## src/rtl/rr_arbiter8_pkg.sv

```systemverilog
// rtl/rr_arbiter8_pkg.sv - shared types and constants for the 8-way round-robin arbiter
package rr_arbiter8_pkg;

    localparam int NREQ = 8;
    localparam int IDXW = 3;

    typedef enum logic {
        IDLE  = 1'b0,
        GRANT = 1'b1
    } state_t;

    // Same bit ordering as a dec3x8: sel=i drives output bit i.
    function automatic logic [NREQ-1:0] dec3x8(input logic [IDXW-1:0] sel);
        logic [NREQ-1:0] y;
        y      = '0;
        y[sel] = 1'b1;
        return y;
    endfunction

endpackage

```

## src/rtl/rr_pick8.sv

```systemverilog
// rtl/rr_pick8.sv - rotating-priority search: first set req bit at ptr, ptr+1, ... ptr+7
module rr_pick8
    import rr_arbiter8_pkg::*;
(
    input  logic [NREQ-1:0] req,
    input  logic [IDXW-1:0] ptr,
    output logic [IDXW-1:0] idx,
    output logic            any
);

    logic [2*NREQ-1:0] dbl;
    logic [NREQ-1:0]   rot;
    logic [IDXW-1:0]   off;

    always_comb begin
        // rot[i] is req[(ptr+i) mod 8]; lowest set bit of rot is the winner's offset
        dbl = {req, req};
        rot = dbl[ptr +: NREQ];
        off = '0;
        for (int i = NREQ - 1; i >= 0; i--) begin
            if (rot[i]) begin
                off = IDXW'(i);
            end
        end
        idx = ptr + off;
        any = |req;
    end

endmodule

```

## src/rtl/rr_arbiter8.sv

```systemverilog
// rtl/rr_arbiter8.sv - 8-requester round-robin arbiter with hold-time limit and done release
module rr_arbiter8
    import rr_arbiter8_pkg::*;
#(
    parameter int MAX_HOLD = 16
) (
    input  logic            clk,
    input  logic            rst_n,
    input  logic [NREQ-1:0] req,
    input  logic            done,
    output logic [NREQ-1:0] gnt,
    output logic [IDXW-1:0] gnt_idx,
    output logic            gnt_valid
);

    localparam int HW = (MAX_HOLD > 1) ? $clog2(MAX_HOLD) : 1;
    localparam logic [HW-1:0] HOLD_LAST = HW'(MAX_HOLD - 1);

    state_t          state, state_n;
    logic [IDXW-1:0] ptr, ptr_n;
    logic [IDXW-1:0] idx_n;
    logic [HW-1:0]   hold_cnt, hold_n;
    logic [IDXW-1:0] pick_ptr, pick_idx;
    logic            pick_any;
    logic            release_now;

    // While granting, search from owner+1 so the owner itself is considered last.
    assign pick_ptr = (state == GRANT) ? gnt_idx + IDXW'(1) : ptr;

    rr_pick8 u_pick (
        .req (req),
        .ptr (pick_ptr),
        .idx (pick_idx),
        .any (pick_any)
    );

    assign release_now = (state == GRANT) &&
                         (done || !req[gnt_idx] || (hold_cnt == HOLD_LAST));

    always_comb begin
        state_n = state;
        ptr_n   = ptr;
        idx_n   = gnt_idx;
        hold_n  = hold_cnt;
        case (state)
            IDLE: begin
                if (pick_any) begin
                    state_n = GRANT;
                    idx_n   = pick_idx;
                    hold_n  = '0;
                end
            end
            GRANT: begin
                if (release_now) begin
                    ptr_n  = pick_ptr;
                    hold_n = '0;
                    if (pick_any) begin
                        idx_n = pick_idx;
                    end else begin
                        state_n = IDLE;
                    end
                end else begin
                    hold_n = hold_cnt + HW'(1);
                end
            end
            default: begin
                state_n = IDLE;
            end
        endcase
    end

    always_ff @(posedge clk or negedge rst_n) begin
        if (!rst_n) begin
            state    <= IDLE;
            ptr      <= '0;
            gnt_idx  <= '0;
            hold_cnt <= '0;
        end else begin
            state    <= state_n;
            ptr      <= ptr_n;
            gnt_idx  <= idx_n;
            hold_cnt <= hold_n;
        end
    end

    assign gnt_valid = (state == GRANT);
    assign gnt       = gnt_valid ? dec3x8(gnt_idx) : '0;

endmodule

```

## config.mk

```make
export PLATFORM = sky130hd
export DESIGN_NAME = rr_arbiter8
export DESIGN_NICKNAME = d
export VERILOG_FILES = /design/src/rtl/rr_arbiter8_pkg.sv /design/src/rtl/rr_pick8.sv /design/src/rtl/rr_arbiter8.sv
export SDC_FILE = /design/constraint.sdc
export NUM_CORES = 1
export LEC_CHECK = 0
export CORE_MARGIN = 5
export CORE_UTILIZATION = 40
export CTS_CLUSTER_DIAMETER = 60
export CTS_CLUSTER_SIZE = 10
export DETAILED_ROUTE_END_ITERATION = 7
export DONT_BUFFER_PORTS = 1
export GPL_TIMING_DRIVEN = 0
export PLACE_DENSITY = 0.56
export SETUP_SLACK_MARGIN = 0.2
export SYNTH_ARGS = -nofsm -noshare
export SYNTH_HDL_FRONTEND = slang
export SYNTH_HIERARCHICAL = 1
export SYNTH_SLANG_ARGS = --single-unit
```

## constraint.sdc

```tcl
create_clock -name clk -period 4.8 [get_ports clk]
set_input_delay 0.48 -clock clk [delete_from_list [all_inputs] [get_ports clk]]
set_output_delay 0.48 -clock clk [all_outputs]
set_load 0.05 [all_outputs]
```

# Word level (Yosys, flattened, before mapping)
# Cells that the tools add are included.
[totals]
reg_bits = 11
latch_bits = 0
ram_bits = 0
rom_bits = 0
input_bits = 11
output_inout_bits = 12
mem_count = 0
[classes]
addsub = 3
multipliers = 0
n_div = 0
order_cmp = 2
n_eq_ne = 3
shift = 1
mux = 23
bitwise_logic = 1
n_reduce_logical = 7
[op_table]
columns = ["operator", "n"]
rows = [
  ["$mux W3", 11],
  ["$shiftx A16 B4 Y8", 1],
  ["$mux W4", 2],
  ["$mux W8", 1],
  ["$pmux W4 S2", 1],
  ["$reduce_or A8 Y1", 1],
  ["$pmux W3 S2", 1],
  ["$add A4 B1 Y4 const B", 1],
  ["$eq A4 B4 Y1 const B", 1],
  ["$lt A3 B4 Y1 const B", 1],
  ["$mux W1", 4],
  ["$add A3 B1 Y3 const B", 1],
  ["$add A3 B3 Y3", 1],
  ["$bmux W1 S3", 1],
  ["$demux W1 S3", 1],
  ["$ge A3 B1 Y1 const B", 1],
  ["$logic_and A1 B1 Y1", 2],
  ["$logic_or A1 B1 Y1", 2],
  ["$ne A2 B1 Y1 const B", 1],
  ["$ne A2 B2 Y1 const B", 1],
  ["$pmux W1 S2", 1],
  ["$reduce_and A2 Y1", 1],
  ["$logic_not A1 Y1", 1],
  ["$not A1 Y1", 1],
]

# Longest topological paths before layout
[logic_depth]
depth_word = 15
ltp_mapped = 15
ltp_nobuf = 14

# Cells and area by module
# Netlist, hierarchy kept.
[by_module_without_submodules]
columns = ["mod", "n_inst", "cells_each", "area_each_um2", "seq_area_each_um2"]
rows = [
  ["rr_arbiter8", 1, 63, 685.7, 275.3],
  ["rr_pick8", 1, 50, 519.2, 0.0],
]

# Worst setup path before layout
# Ideal clock, no wire load.
[synth_path]
kind = "register to register"
start = "reg state (netlist: gnt_valid)"
end = "reg gnt_idx[2]"
setup_ns = 0.125
arrival_time_ns = 3.787
t_required_ns = 4.675
setup_slack_ns = 0.889
stages_incl_launch_ff = 16
path_buffers = 2
path_cell_list = "dfrtp_1 -> clkbuf_1 -> nand2b_1 -> o21ai_0 -> buf_6 -> mux4_1 -> mux2i_1 -> o311ai_0 -> a21bo_2 -> a31oi_1 -> ha_1 -> inv_1 -> fa_1 -> xnor2_1 -> xnor2_1 -> mux2_2"
[synth_via]
elab_chain_cells = 14
elab_cells_between_ends = 17
[synth_rtl]
columns = ["item", "line_no", "rtl"]
rows = [
  ["start, declared", "rr_arbiter8.sv:19", "state_t state, state_n;"],
  ["start signal, assigned", "rr_arbiter8.sv:79", "state <= state_n;"],
  ["$mux W3 *", "rr_arbiter8.sv:28", "assign pick_ptr = (state == GRANT) ? gnt_idx + IDXW'(1) : ptr;"],
  ["via pick_ptr[0]", "rr_arbiter8.sv:23", "logic [IDXW-1:0] pick_ptr, pick_idx;"],
  ["$shiftx A16 B4 Y8", "rr_pick8.sv:18", "rot = dbl[ptr +: NREQ];"],
  ["$mux W3 (8 in series)", "rr_pick8.sv:21", "if (rot[i]) begin"],
  ["$add A3 B3 Y3 *", "rr_pick8.sv:25", "idx = ptr + off;"],
  ["via pick_idx[2]", "rr_arbiter8.sv:23", ""],
  ["$mux W3 *", "rr_arbiter8.sv:47, rr_arbiter8.sv:57", ""],
  ["$mux W3", "rr_arbiter8.sv:54", "if (release_now) begin"],
  ["$pmux W3 S2 *", "rr_arbiter8.sv:45", "case (state)"],
  ["end signal, assigned", "rr_arbiter8.sv:81", "gnt_idx <= idx_n;"],
  ["end, declared", "rr_arbiter8.sv:12", "output logic [IDXW-1:0] gnt_idx,"],
]
# Mark *: on every way through the listed nets, which the timed path passes. The rest lies on a longest branch. The select of a mux whose other input is x is not followed.
# A chain may end at the register's enable or synchronous reset.

# Worst setup path in the final report
# Ends and elaborated chain as after synthesis.

==> qor.json <==
{
  "drt": {
    "drc": 0,
    "total_routed_length_mm": 2.38,
    "detail_route.vias_per_cell": 5.99,
    "final_antenna_net_count": 0,
    "vias": 905,
    "detail_route.iter0.violations": 13,
    "avgRoutedWirePerCell_um": 15.8,
    "drtPass1Iterations": 3
  },
  "worst_setup_path": {
    "timing_worst_setup_path_type": "flip-flop to flip-flop",
    "crit_end": "gnt_idx[2]",
    "cp_max_fo": 10,
    "crit_path_start_kind": "flip-flop",
    "required_ns": 4.96,
    "timing.reg2reg.worst_path_depth": 15,
    "crit-reg2reg-launch": "gnt_valid",
    "setup.worst_path.start": "gnt_valid",
    "setup.reg_to_reg.worst_slack_ns": 0.51,
    "worst_r2r_endpoint": "gnt_idx[2]",
    "worst_setup_path_end_kind": "flip-flop",
    "critPathArrivalTime_ns": 4.45
  },
  "sta": {
    "fmaxAchievable_mhz": 233,
    "final-setup-viol-count": 0,
    "rsz0062_at_grt": "no",
    "finClkSkew_ns": 0.00113,
    "final_min_period_over_clock_period_pct": 89.4,
    "fin_crit_ns": 4.29,
    "worst-slew-pin-transition_ns": 1.43,
    "maxSlewHeadroom_pct": 3.73,
    "finalSetupTns_ns": 0,
    "timing_hold_violations_final": 0,
    "final_max_slew_viol_count": 0
  },
  "global_routing": {
    "vias_in_the_first_global_route": 837,
    "grt_antenna_before_repair": 0,
    "grt_max_degree": 12,
    "grt_overflow_total": 0,
    "first_pass_grt_wire_length_mm": 4.19,
    "gr-usage-all-layers_pct": 12.7
  },
  "synth": {
    "synth_sequential_area_ratio_pct": 22.8,
    "post_synth_num_cell_types": 39,
    "mapped_cell_area_um2": 1200,
    "dominant_combinational_cell_family_by_area_after_synthesis": "multiplexers",
    "synth.mux.area_fraction_pct": 37.0,
    "synth-adder-area-share_pct": 4.78,
    "synth_simple_gate_area_share_pct": 14.5,
    "synthesis.area_per_instance_um2": 10.7,
    "synth_seq_cells": 11,
    "synth-compound-area-share_pct": 12.8,
    "synthXorXnorAreaFrac_pct": 2.91,
    "syn_inst": 113,
    "yosysWarnings": 6,
    "synth.net_count": 128
  },
  "clocking": {
    "clk_root_buffer_cell": "sky130_fd_sc_hd__clkbuf_4",
    "max_h_tree_level": 1,
    "cts.reportedPaths.clkPinSlew_ns": 0.07,
    "cts.repair_timing.setup_buffer_count": 0,
    "clk-insertion-delay-late_ns": 0.27,
    "cts.path.max_buffers": 2,
    "cts_tree": "yes",
    "cts.sink_count": 11,
    "numCtsBuffers": 3
  },
  "die": {
    "fp.dieH_um": 64.9,
    "floorplan.die.width_um": 64.9,
    "placement_rows": 20,
    "io-pin-count": 23,
    "dieArea_um2": 4210,
    "floorplan.initialDensity_pct": 40.5,
    "design.core.area_um2": 2980
  },
  "finish": {
    "multi_input_comb_area_um2": 867,
    "diodes": 0,
    "final_cell_mix": "11 x sky130_fd_sc_hd__mux2_2, 11 x sky130_fd_sc_hd__dfrtp_1, 10 x sky130_fd_sc_hd__mux2i_1",
    "layout-drive-gt1-share_pct": 22.9,
    "nNetsFinal": 134,
    "areaGrowthSynthToFinish_pct": 6.54,
    "count_of_fill_cells_added_during_filler_insertion": 290,
    "ff_latch_area_um2": 275
  },
  "min_path": {
    "hold_path.class": "input pin to flip-flop",
    "hold-path-cell-count": 2
  },
  "placement": {
    "place_congestion": 0.823,
    "number_of_buffer_cells_added_on_primary_ports": 0,
    "hpwlAfterDp_mm": 1.92
  },
  "status": {
    "outcome": "finished, final reports clean"
  },
  "run": {
    "max_cap_viol_count": 0
  }
}
## metal layers
layer | GRT usage (%) | vias up | share of wire [%]
met5 | 0 | - | 0
met4 | 2.37 | 0 | 0.50
met3 | 4.85 | 4 | 6.1
met2 | 19.5 | 17 | 48
met1 | 17.1 | 439 | 46
li1 | - | 445 | -
## worst min path at each step
stage,endpoint,slack [ns],start
after detailed placement,gnt_idx[1],0.18,rst_n
after global routing,hold_cnt[2],0.44,done
after floorplan,gnt_idx[0],0.18,rst_n
final,hold_cnt[2],0.44,done
after CTS,hold_cnt[2],0.43,done
after global placement,gnt_idx[1],0.18,rst_n
## stage by stage
step,utilization [%],cell area [um^2],instances,setup WS (ns),hold WS [ns]
final,43.1,1280,151,0.508,0.440
after global placement,41.8,1250,146,0.405,0.185
after global routing,43.1,1280,151,0.267,0.444
after CTS,43.1,1280,151,0.323,0.429
after floorplan,-,1200,113,0.889,0.184
after detailed placement,41.8,1250,146,0.355,0.185
## synth_stat cells (all sizes together)
library cell | count | area, um^2
a211o | 1 | 8.76
a211oi | 1 | 12.5
a21bo | 1 | 10.0
a22o | 1 | 8.76
a311o | 1 | 10.0
a31oi | 1 | 6.26
and2 | 2 | 12.5
buf | 4 | 32.5
clkbuf | 2 | 7.51
dfrtp | 11 | 275
fa | 1 | 20.0
ha | 3 | 37.5
inv | 6 | 22.5
mux2 | 12 | 139
mux2i | 10 | 100
mux4 | 8 | 206
nand2 | 8 | 30.0
nand2b | 5 | 31.3
nand3 | 2 | 10.0
nor2 | 8 | 30.0
nor3 | 4 | 20.0
nor3b | 1 | 7.51
nor4 | 3 | 18.8
o2111ai | 1 | 8.76
o211a | 1 | 10.0
o211ai | 2 | 15.0
o21a | 1 | 7.51
o21ai | 3 | 18.8
o311ai | 1 | 8.76
o31ai | 2 | 28.8
or2 | 1 | 6.26
or3b | 1 | 8.76
xnor2 | 3 | 26.3
xor2 | 1 | 8.76
## area by class of cell
cell class	count	share of cell area, %
repair buffers	1	0.780
clock buffers	4	2.05
flip-flops and latches	11	21.4
well taps	33	3.22
inverters	6	1.75
multi-input cells	90	67.5
plain buffers	6	3.22
## kinds of logic after synthesis
logic type | count (synthesis)
AND/OR/NAND/NOR | 35
multiplexers | 30
flip-flops | 11
adder cells (fa/ha/maj) | 4
AO/OA/AOI/OAI | 17
XOR/XNOR | 4
buffers and inverters | 12
## registers in the layout, summed over array words and instances (netlist names)
register / cells
gnt_idx: 3
ptr: 3
gnt_valid: 1
hold_cnt: 4
## critical path, cell delays in order, from the launching register on
cell and delay, ns:
sky130_fd_sc_hd__dfrtp_1 0.63, sky130_fd_sc_hd__clkbuf_2 0.31, sky130_fd_sc_hd__nand2b_1 0.15, sky130_fd_sc_hd__o21ai_0 0.18
sky130_fd_sc_hd__buf_6 0.21, sky130_fd_sc_hd__mux4_1 0.58, sky130_fd_sc_hd__mux2i_1 0.30, sky130_fd_sc_hd__o311ai_0 0.25
sky130_fd_sc_hd__a21bo_2 0.26, sky130_fd_sc_hd__a31oi_1 0.18, sky130_fd_sc_hd__ha_1 0.16, sky130_fd_sc_hd__inv_1 0.05
sky130_fd_sc_hd__fa_1 0.38, sky130_fd_sc_hd__xnor2_1 0.15, sky130_fd_sc_hd__xnor2_1 0.13, sky130_fd_sc_hd__mux2_2 0.26
## what timing repair did
item                                    in CTS  in global routing
endpoints found under the setup margin       0                  1
gates resized for setup                      0                  2
hold buffers                                 1                  0
endpoints found under the hold margin       11                  0
Power is left out: the tool's default activity adds up to more than one toggle a clock period on the data nets, which glitch-free logic cannot reach.
